[src/rtl/z80_io_cycle_sequencer_if.sv]
// z80_io_cycle_sequencer_if
// Groups the Z80 I/O bus, device ready/select lines and the config register
// port of the I/O cycle sequencer.
//   i_iorq_n, i_m1_n, i_addr : Z80 bus inputs
//   i_dev_ready              : per-slot device ready, active high
//   i_cfg_*                  : config register select/write/index/data
//   o_cfg_data               : config read data for i_cfg_addr
//   o_device, o_dev_cs_n     : latched slot and per-slot chip select
//   o_wait, o_busy           : Z80 hold request and sequencer busy
// slave modport = the sequencer, master modport = the driving side.
interface z80_io_cycle_sequencer_if;
  logic       i_iorq_n;
  logic       i_m1_n;
  logic [7:0] i_addr;
  logic [3:0] i_dev_ready;
  logic       i_cfg_cs_n;
  logic       i_cfg_wr_n;
  logic [1:0] i_cfg_addr;
  logic [7:0] i_cfg_data;
  logic [7:0] o_cfg_data;
  logic [1:0] o_device;
  logic [3:0] o_dev_cs_n;
  logic       o_wait;
  logic       o_busy;

  modport slave (
    input  i_iorq_n, i_m1_n, i_addr, i_dev_ready,
           i_cfg_cs_n, i_cfg_wr_n, i_cfg_addr, i_cfg_data,
    output o_cfg_data, o_device, o_dev_cs_n, o_wait, o_busy
  );

  modport master (
    output i_iorq_n, i_m1_n, i_addr, i_dev_ready,
           i_cfg_cs_n, i_cfg_wr_n, i_cfg_addr, i_cfg_data,
    input  o_cfg_data, o_device, o_dev_cs_n, o_wait, o_busy
  );
endinterface

[src/rtl/z80_io_cycle_sequencer.sv]
// z80_io_cycle_sequencer
// Sequences Z80 I/O cycles: decodes the port address into one of four slots,
// drives that slot's chip select, and stretches the cycle with WAIT for a
// programmed number of wait states, optionally followed by a device ready
// handshake bounded by TIMEOUT_CYCLES.
// Ports:
//   i_clk   : system clock
//   i_reset : asynchronous active-high reset
//   bus     : z80_io_cycle_sequencer_if.slave (bus, config port, outputs)
// Config register per slot: [1:0] WS, [2] RE, [3] EN, [7] sticky TO.
module z80_io_cycle_sequencer #(
  parameter int         DEV_ADDR_HI    = 7,
  parameter int         TIMEOUT_CYCLES = 255,
  parameter logic [7:0] RESET_CFG      = 8'h08
) (
  input  logic                            i_clk,
  input  logic                            i_reset,
  z80_io_cycle_sequencer_if.slave         bus
);

  typedef enum logic [1:0] {S_IDLE, S_COUNT, S_READY, S_DONE} state_t;

  localparam logic [7:0] TO_LAST = 8'(TIMEOUT_CYCLES - 1);

  state_t          r_state, w_next;
  logic [3:0][3:0] r_cfg;
  logic [3:0]      r_to;
  logic            r_iorq_prev;
  logic [1:0]      r_slot;
  logic [1:0]      r_cnt;
  logic            r_re;
  logic            r_sel;
  logic [7:0]      r_tcnt;

  logic       w_trigger;
  logic       w_cfg_wr;
  logic [1:0] w_addr_slot;
  logic [3:0] w_trig_cfg;
  logic       w_ready;
  logic       w_timeout;
  logic       w_unused;

  // A cycle starts only on the falling edge of IORQ outside interrupt acknowledge
  assign w_trigger   = ~bus.i_iorq_n & bus.i_m1_n & r_iorq_prev;
  assign w_cfg_wr    = ~bus.i_cfg_cs_n & ~bus.i_cfg_wr_n;
  assign w_addr_slot = bus.i_addr[DEV_ADDR_HI -: 2];
  assign w_trig_cfg  = r_cfg[w_addr_slot];
  assign w_ready     = bus.i_dev_ready[r_slot];
  // Ready wins over timeout when both land on the same clock
  assign w_timeout   = (r_state == S_READY) & ~bus.i_iorq_n & ~w_ready &
                       (r_tcnt == TO_LAST);
  assign w_unused    = ^{bus.i_addr, bus.i_cfg_data};

  always_comb begin
    w_next = r_state;
    if (bus.i_iorq_n) begin
      w_next = S_IDLE;              // IORQ released: end or abort the cycle
    end else begin
      case (r_state)
        S_IDLE:  if (w_trigger) w_next = w_trig_cfg[3] ? S_COUNT : S_DONE;
        S_COUNT: if (r_cnt == 2'd0) w_next = r_re ? S_READY : S_DONE;
        S_READY: if (w_ready || (r_tcnt == TO_LAST)) w_next = S_DONE;
        default: w_next = r_state;
      endcase
    end
  end

  always_ff @(posedge i_clk or posedge i_reset) begin
    if (i_reset) begin
      r_state     <= S_IDLE;
      r_iorq_prev <= 1'b1;
      r_slot      <= 2'd0;
      r_cnt       <= 2'd0;
      r_re        <= 1'b0;
      r_sel       <= 1'b0;
      r_tcnt      <= 8'd0;
    end else begin
      r_state     <= w_next;
      r_iorq_prev <= bus.i_iorq_n;
      if ((r_state == S_IDLE) && w_trigger) begin
        // Snapshot the slot config so later writes only affect later cycles
        r_slot <= w_addr_slot;
        r_cnt  <= w_trig_cfg[1:0];
        r_re   <= w_trig_cfg[2];
        r_sel  <= w_trig_cfg[3];
      end else begin
        if (w_next == S_IDLE) r_sel <= 1'b0;
        if ((r_state == S_COUNT) && (r_cnt != 2'd0)) r_cnt <= r_cnt - 2'd1;
      end
      if (r_state == S_COUNT)      r_tcnt <= 8'd0;
      else if (r_state == S_READY) r_tcnt <= r_tcnt + 8'd1;
    end
  end

  always_ff @(posedge i_clk or posedge i_reset) begin
    if (i_reset) begin
      for (int k = 0; k < 4; k++) r_cfg[k] <= RESET_CFG[3:0];
      r_to <= 4'd0;
    end else begin
      for (int k = 0; k < 4; k++) begin
        if (w_cfg_wr && (bus.i_cfg_addr == 2'(k))) r_cfg[k] <= bus.i_cfg_data[3:0];
        // Timeout set has priority over a coincident software clear
        if (w_timeout && (r_slot == 2'(k)))
          r_to[k] <= 1'b1;
        else if (w_cfg_wr && (bus.i_cfg_addr == 2'(k)) && bus.i_cfg_data[7])
          r_to[k] <= 1'b0;
      end
    end
  end

  assign bus.o_cfg_data = {r_to[bus.i_cfg_addr], 3'b000, r_cfg[bus.i_cfg_addr]};
  assign bus.o_device   = r_slot;
  assign bus.o_busy     = (r_state != S_IDLE);
  // IORQ gates the registered terms so an abort drops WAIT/CS in the same cycle
  assign bus.o_wait     = ~bus.i_iorq_n &
                          (((r_state == S_COUNT) && (r_cnt != 2'd0)) || (r_state == S_READY));

  for (genvar k = 0; k < 4; k++) begin : g_cs
    assign bus.o_dev_cs_n[k] = ~(r_sel & (r_slot == 2'(k))) | bus.i_iorq_n;
  end

endmodule

[src/flat_wrapper.sv]
// flat-port wrapper written by rule: the top's interface ports become plain ports
module z80_io_cycle_sequencer_flat 
#(
  parameter int         DEV_ADDR_HI    = 7,
  parameter int         TIMEOUT_CYCLES = 255,
  parameter logic [7:0] RESET_CFG      = 8'h08
)
  (i_clk, i_reset, bus_i_iorq_n, bus_i_m1_n, bus_i_addr, bus_i_dev_ready, bus_i_cfg_cs_n, bus_i_cfg_wr_n, bus_i_cfg_addr, bus_i_cfg_data, bus_o_cfg_data, bus_o_device, bus_o_dev_cs_n, bus_o_wait, bus_o_busy);
  z80_io_cycle_sequencer_if bus_i ();
  input  logic i_clk;
  input  logic i_reset;
  input wire logic [$bits(bus_i.i_iorq_n)-1:0] bus_i_iorq_n;
  input wire logic [$bits(bus_i.i_m1_n)-1:0] bus_i_m1_n;
  input wire logic [$bits(bus_i.i_addr)-1:0] bus_i_addr;
  input wire logic [$bits(bus_i.i_dev_ready)-1:0] bus_i_dev_ready;
  input wire logic [$bits(bus_i.i_cfg_cs_n)-1:0] bus_i_cfg_cs_n;
  input wire logic [$bits(bus_i.i_cfg_wr_n)-1:0] bus_i_cfg_wr_n;
  input wire logic [$bits(bus_i.i_cfg_addr)-1:0] bus_i_cfg_addr;
  input wire logic [$bits(bus_i.i_cfg_data)-1:0] bus_i_cfg_data;
  output wire logic [$bits(bus_i.o_cfg_data)-1:0] bus_o_cfg_data;
  output wire logic [$bits(bus_i.o_device)-1:0] bus_o_device;
  output wire logic [$bits(bus_i.o_dev_cs_n)-1:0] bus_o_dev_cs_n;
  output wire logic [$bits(bus_i.o_wait)-1:0] bus_o_wait;
  output wire logic [$bits(bus_i.o_busy)-1:0] bus_o_busy;
  assign bus_i.i_iorq_n = bus_i_iorq_n;
  assign bus_i.i_m1_n = bus_i_m1_n;
  assign bus_i.i_addr = bus_i_addr;
  assign bus_i.i_dev_ready = bus_i_dev_ready;
  assign bus_i.i_cfg_cs_n = bus_i_cfg_cs_n;
  assign bus_i.i_cfg_wr_n = bus_i_cfg_wr_n;
  assign bus_i.i_cfg_addr = bus_i_cfg_addr;
  assign bus_i.i_cfg_data = bus_i_cfg_data;
  assign bus_o_cfg_data = bus_i.o_cfg_data;
  assign bus_o_device = bus_i.o_device;
  assign bus_o_dev_cs_n = bus_i.o_dev_cs_n;
  assign bus_o_wait = bus_i.o_wait;
  assign bus_o_busy = bus_i.o_busy;
  z80_io_cycle_sequencer #(.DEV_ADDR_HI(DEV_ADDR_HI), .TIMEOUT_CYCLES(TIMEOUT_CYCLES), .RESET_CFG(RESET_CFG)) u_core (.i_clk(i_clk), .i_reset(i_reset), .bus(bus_i));
endmodule
[config.mk]
export PLATFORM = sky130hd
export DESIGN_NAME = z80_io_cycle_sequencer_flat
export DESIGN_NICKNAME = d
export VERILOG_FILES = /design/src/rtl/z80_io_cycle_sequencer_if.sv /design/src/rtl/z80_io_cycle_sequencer.sv /design/src/flat_wrapper.sv
export SDC_FILE = /design/constraint.sdc
export NUM_CORES = 1
export LEC_CHECK = 0
export CAP_MARGIN = 20
export CORE_MARGIN = 8
export CORE_UTILIZATION = 47
export DETAILED_ROUTE_END_ITERATION = 16
export GPL_ROUTABILITY_DRIVEN = 0
export PLACE_DENSITY = 0.8
export SYNTH_ARGS = -nofsm -noshare
export SYNTH_HDL_FRONTEND = slang
export SYNTH_SLANG_ARGS = --single-unit
[constraint.sdc]
create_clock -name i_clk -period 2.7 [get_ports i_clk]
set_input_delay 0.405 -clock i_clk [delete_from_list [all_inputs] [get_ports i_clk]]
set_output_delay 0.405 -clock i_clk [all_outputs]
set_load 0.03 [all_outputs]
* Word-level counts from Yosys, hierarchy flattened
Cells that the tools add are included.
** Word-level totals
- Logic and storage cells :: 111
- Bits in writable memories :: 0
- Bits in read-only memories :: 0
- Latch bits :: 0
- Memories kept :: 0
- Register bits after elaboration :: 37
- Output and inout port bits :: 16
- Bits of input ports :: 28
** Cells by class
- Multiplexer cells :: 29
- Equality and inequality tests :: 9
- Bitwise logic cells :: 23
- Order comparisons :: 3
- $add $sub $neg :: 2
- Reduce and logical (&&, ||, !) cells :: 30
- Divide/modulo/power cells :: 0
- Shift operators :: 0
- $mul :: 0
** Operator list (number)
- nonzero test 2 bit :: 9
- binary-select mux 4 bit (select 2 bit) :: 2
- two-way mux 8 bit :: 2
- logical AND 1 bit :: 14
- two-way mux 2 bit :: 7
- two-way mux 1 bit :: 13
- bitwise AND 1 bit :: 11
- equality test 2 bit (second input constant) :: 5
- logical NOT 2 bit :: 5
- < comparator 2 x 3 -> 1 bit (second input constant) :: 3
- adder 8 x 1 -> 8 bit (second input constant) :: 1
- equality test 8 bit (second input constant) :: 1
- two-way mux 4 bit :: 2
- NOT 1 bit :: 8
- equality test 2 x 1 -> 1 bit (second input constant) :: 3
- one-hot mux 2 bit (3 select lines) :: 1
- binary-select mux 1 bit (select 2 bit) :: 2
- OR 1 bit :: 4
- logical OR 1 bit :: 2
- subtractor 2 x 1 -> 2 bit (second input constant) :: 1

* Logic depth before layout (Yosys ltp)
- Word-level depth :: 9
- Gate-level depth with buffers :: 7
- Depth with buffers taken out :: 6

* Worst setup path before layout
OpenSTA, ideal clock, no wires.
- Path type :: register -> output
- Start :: register u_core.r_state[1]
- End :: output bus_o_wait
- Path buffers :: 1
- Stages on the path, launching flop included :: 7
- Arrival :: 1.618 ns
- Data required time :: 2.295 ns
- Slack :: 0.677 ns
- Cells stage by stage :: dfrtp_1 -> inv_1 -> ha_1 -> clkbuf_1 -> nor2b_1 -> nor2_1 -> nor2_1
** Between the ends
- Word-level cells in the longest chain between the ends :: 4
** Ends and longest elaborated chain
- from (decl) :: RTL line z80_io_cycle_sequencer.sv:25 : state_t r_state, w_next;
- from (signal assigned) :: RTL line z80_io_cycle_sequencer.sv:78 : r_state <= w_next;
- equality test 2 x 1 -> 1 bit :: RTL line z80_io_cycle_sequencer.sv:116 : (((r_state == S_COUNT) && (r_cnt != 2'd0)) || (r_state == S_READY));
- logical AND 1 bit :: RTL line z80_io_cycle_sequencer.sv:116
- logical OR 1 bit (*) :: RTL line z80_io_cycle_sequencer.sv:116
- bitwise AND 1 bit (*) :: RTL line z80_io_cycle_sequencer.sv:115 : assign bus.o_wait = ~bus.i_iorq_n &
- to (decl) :: RTL line flat_wrapper.sv:23 : output wire logic [$bits(bus_i.o_wait)-1:0] bus_o_wait;
Every way passes the cells marked *; elsewhere a longest branch is shown, timed or not.

* Final worst setup path
- Start :: input bus_i_cfg_addr[1]
- End :: output bus_o_cfg_data[2]
** Between the ends
- Word-level cells in the longest chain between the ends :: 2
** Ends and longest elaborated chain
- from (decl) :: RTL line flat_wrapper.sv:18 : input wire logic [$bits(bus_i.i_cfg_addr)-1:0] bus_i_cfg_addr;
- binary-select mux 4 bit (select 2 bit) :: RTL line z80_io_cycle_sequencer.sv:111 : assign bus.o_cfg_data = {r_to[bus.i_cfg_addr], 3'b000, r_cfg[bus.i_cfg_addr]};
- two-way mux 4 bit (not written as such) :: RTL line z80_io_cycle_sequencer.sv:111
- to (decl) :: RTL line flat_wrapper.sv:20 : output wire logic [$bits(bus_i.o_cfg_data)-1:0] bus_o_cfg_data;
Every way passes these cells. The select of a mux whose other input is x is not followed.

==> out/metrics.yaml <==
drt:
  vias_per_cell: 5.60
  num_vias: 1502
  firstDrtPassIters: 5
  routedWlPerCell_microns: 16.7
  drt_iter0_drc: 65
  drt-total-wl_microns: 4480
  route.detailed.drc: 0
  ant_nets: 0
floorplan:
  coreArea_sq_um: 4290
  start_util: 0.481
  io_pins: 44
  die_area_sq_um: 6770
  dieHeight_microns: 82.3
  rows: 24
  die_x_microns: 82.3
worst_setup_path:
  crit_fanout: 9
  worstPathRequired_ps: 2300
  worstSetupPathType: "primary input to output port"
  start_kind: "primary input"
  worstPathArrival_ps: 2170
  end_kind: "output port"
  r2r_setup_slack_ps: 870
sta:
  hold_violations: 0
  fmax_ghz: 0.388
  maxSlewViolCount: 0
  finalSetupViolCount: 0
  setup_tns_ps: 0
  whs_ps: 502
  rsz0062_at_grt: "no"
  finClkSkew_ps: 8.94
  fin_crit_ps: 2580
  finalCritPeriodShare: 0.954
final_layout:
  final_common_cell: "dfrtp_1"
  synthToLayoutAreaGrowth_pct: 24.3
  num-fill-cells: 366
  antenna_cells: 0
  final_cell_mix: "dfrtp_1, clkdlybuf4s50_1, mux2_2"
  final_nets: 250
  drive_above_1_share: 0.241
synthesis:
  synth_edf_count: 0
  yosysSeqAreaShare: 0.451
  synth_seq_cells: 37
  netlist_top_cells_area: "dfrtp_1, mux4_2, mux2_2, dfstp_2, ha_1"
  yosysUniqueCellTypes: 43
  yosys_warnings: 0
  synth_top_area_cell: "dfrtp_1"
  synthFlopType: "dfrtp_1"
  syn-instance-count: 174
  syn_area_sq_um: 2070
  synthArstFlopShare: 1.00
  synth_top_area_frac: 0.388
  synth_area_per_cell_sq_um: 11.9
global_routing:
  grt-busiest-layer: "met2"
  grt_pass1_wl_microns: 7560
  met1_usage: 0.183
  gr-usage-all-layers: 0.145
  grt_overflow: 0
  grt_use_met2: 0.233
  antenna_found_initial: 0
  use_met3: 0.0314
  grt_pass1_vias: 1577
  grt_max_degree: 38
power_and_ir_drop:
  vdd_drop_max_v: 0.000457
  leakage_nw: 1.08
  pwr_density_cell_nw_per_um2: 811
  total_power_w: 0.00208
clocking:
  clk_path_buf_depth: 2
  clkSinkCount: 37
  insertion_delay_ps: 290
  clockRootBuffer: "clkbuf_8"
  htreeDepth: 2
  numCtsBuffers: 5
  clkTransAtPathRegs_ps: 80
  cts_tree: "yes"
job:
  cap_violations: 0
worst_hold_path:
  hp-class: "register to register"
outcome:
  status: "completed"
placement:
  port_buffers: 31
  dp_hpwl_microns: 3390
-- worst max-delay path, cell delays in order --
cell             delay (ps)
clkdlybuf4s50_1         500
buf_12                  140
mux4_2                  510
clkdlybuf4s50_1         620
-- report_power, final --
part / leakage, nW / switching (W) / total [W] / internal (W)
logic: 0.589 / 0.000434 / 0.000846 / 0.000412
clock network: 0.0422 / 0.000200 / 0.000381 / 0.000181
registers: 0.448 / 0.000145 / 0.000856 / 0.000710
-- synth_stat cells (2+ instances only) --
| cell type | number |
|---|---|
| dfrtp_1 | 32 |
| mux2_2 | 17 |
| inv_1 | 11 |
| nand2_1 | 11 |
| nor2_1 | 11 |
| mux4_2 | 10 |
| ha_1 | 7 |
| nand3_1 | 6 |
| dfstp_2 | 5 |
| o21ai_0 | 5 |
| a21oi_1 | 4 |
| a22o_1 | 4 |
| mux2_1 | 4 |
| nor2b_1 | 4 |
| buf_4 | 3 |
| clkbuf_1 | 3 |
| nand4_1 | 3 |
| o22ai_1 | 3 |
| a32o_1 | 2 |
| buf_2 | 2 |
| mux2i_1 | 2 |
| nand2b_1 | 2 |
| nor3_1 | 2 |
| nor4b_2 | 2 |
-- worst paths after layout --
kind,startpoint,endpoint,cells after the start
setup reg to reg,u_core.r_state[1]$_DFF_PP0_,u_core.r_sel$_DFFE_PP0P_,6
setup / recovery,bus_i_cfg_addr[1],bus_o_cfg_data[2],4
max in group asynchronous,i_reset,u_core.r_iorq_prev$_DFF_PP1_,3
min in group asynchronous,i_reset,u_core.r_to[2]$_DFFE_PP0P_,3
hold / removal,u_core.r_to[0]$_DFFE_PP0P_,u_core.r_to[0]$_DFFE_PP0P_,1
hold reg to reg,u_core.r_to[0]$_DFFE_PP0P_,u_core.r_to[0]$_DFFE_PP0P_,1
-- registers in the layout (all words and copies together) (netlist names) --
register and cells:
u_core.r_cnt 2, u_core.r_sel 1, u_core.r_state 2, u_core.r_tcnt 8, u_core.r_iorq_prev 1, u_core.r_cfg 16
u_core.r_re 1, u_core.r_to 4, u_core.bus.o_device 2
-- cell families (layout without fill, tap and decap cells) --
family	count (synthesis)	after routing	share of synthesized area
and+or+nand+nor	48	48	0.130
DFF	37	37	0.451
muxes	33	33	0.233
AOI/OAI and AO/OA	28	28	0.0957
buffers and inverters	19	59	0.0412
adders and majority gates	7	7	0.0424
other	1	3	0.00182
xor gates and xnor gates	1	1	0.00424
-- layer usage --
metal  vias to the layer above  part of all wire
met2                        36              0.49
met4                         0            0.0069
met1                       741              0.45
met5                         -                 0
met3                         4             0.049
li1                        721                 -
-- through the flow --
| step | area, sq um | util | setup WS (ps) | std cells |
|---|---|---|---|---|
| 2_1_floorplan | 2070 | - | 677 | 176 |
| 3_3_place_gp | 2480 | 0.579 | 99.4 | 260 |
| 3_5_place_dp | 2480 | 0.579 | 115 | 260 |
| 4_1_cts | 2570 | 0.598 | 66.9 | 268 |
| 5_1_grt | 2570 | 0.598 | 64.5 | 268 |
| 6_report | 2570 | 0.598 | 123 | 268 |
-- layout make-up --
class	instances	area [sq um]	area share
multi-input cells	120	1060	0.412
flip-flops and latches	37	932	0.363
repair buffers	40	390	0.152
clock buffers	7	76.3	0.0297
well taps	52	65.1	0.0253
inverters	11	41.3	0.0161
clock inverters	1	5.00	0.00195
-- what timing repair did --
item | 4_1_cts | 5_1_grt
setup endpoints to repair | 0 | 1
hold buffers | 0 | 0
hold endpoints to repair | 0 | 0
gates resized for setup | 0 | 1
setup buffers | 0 | 0
No activity file was read; power rests on OpenSTA's default activity.
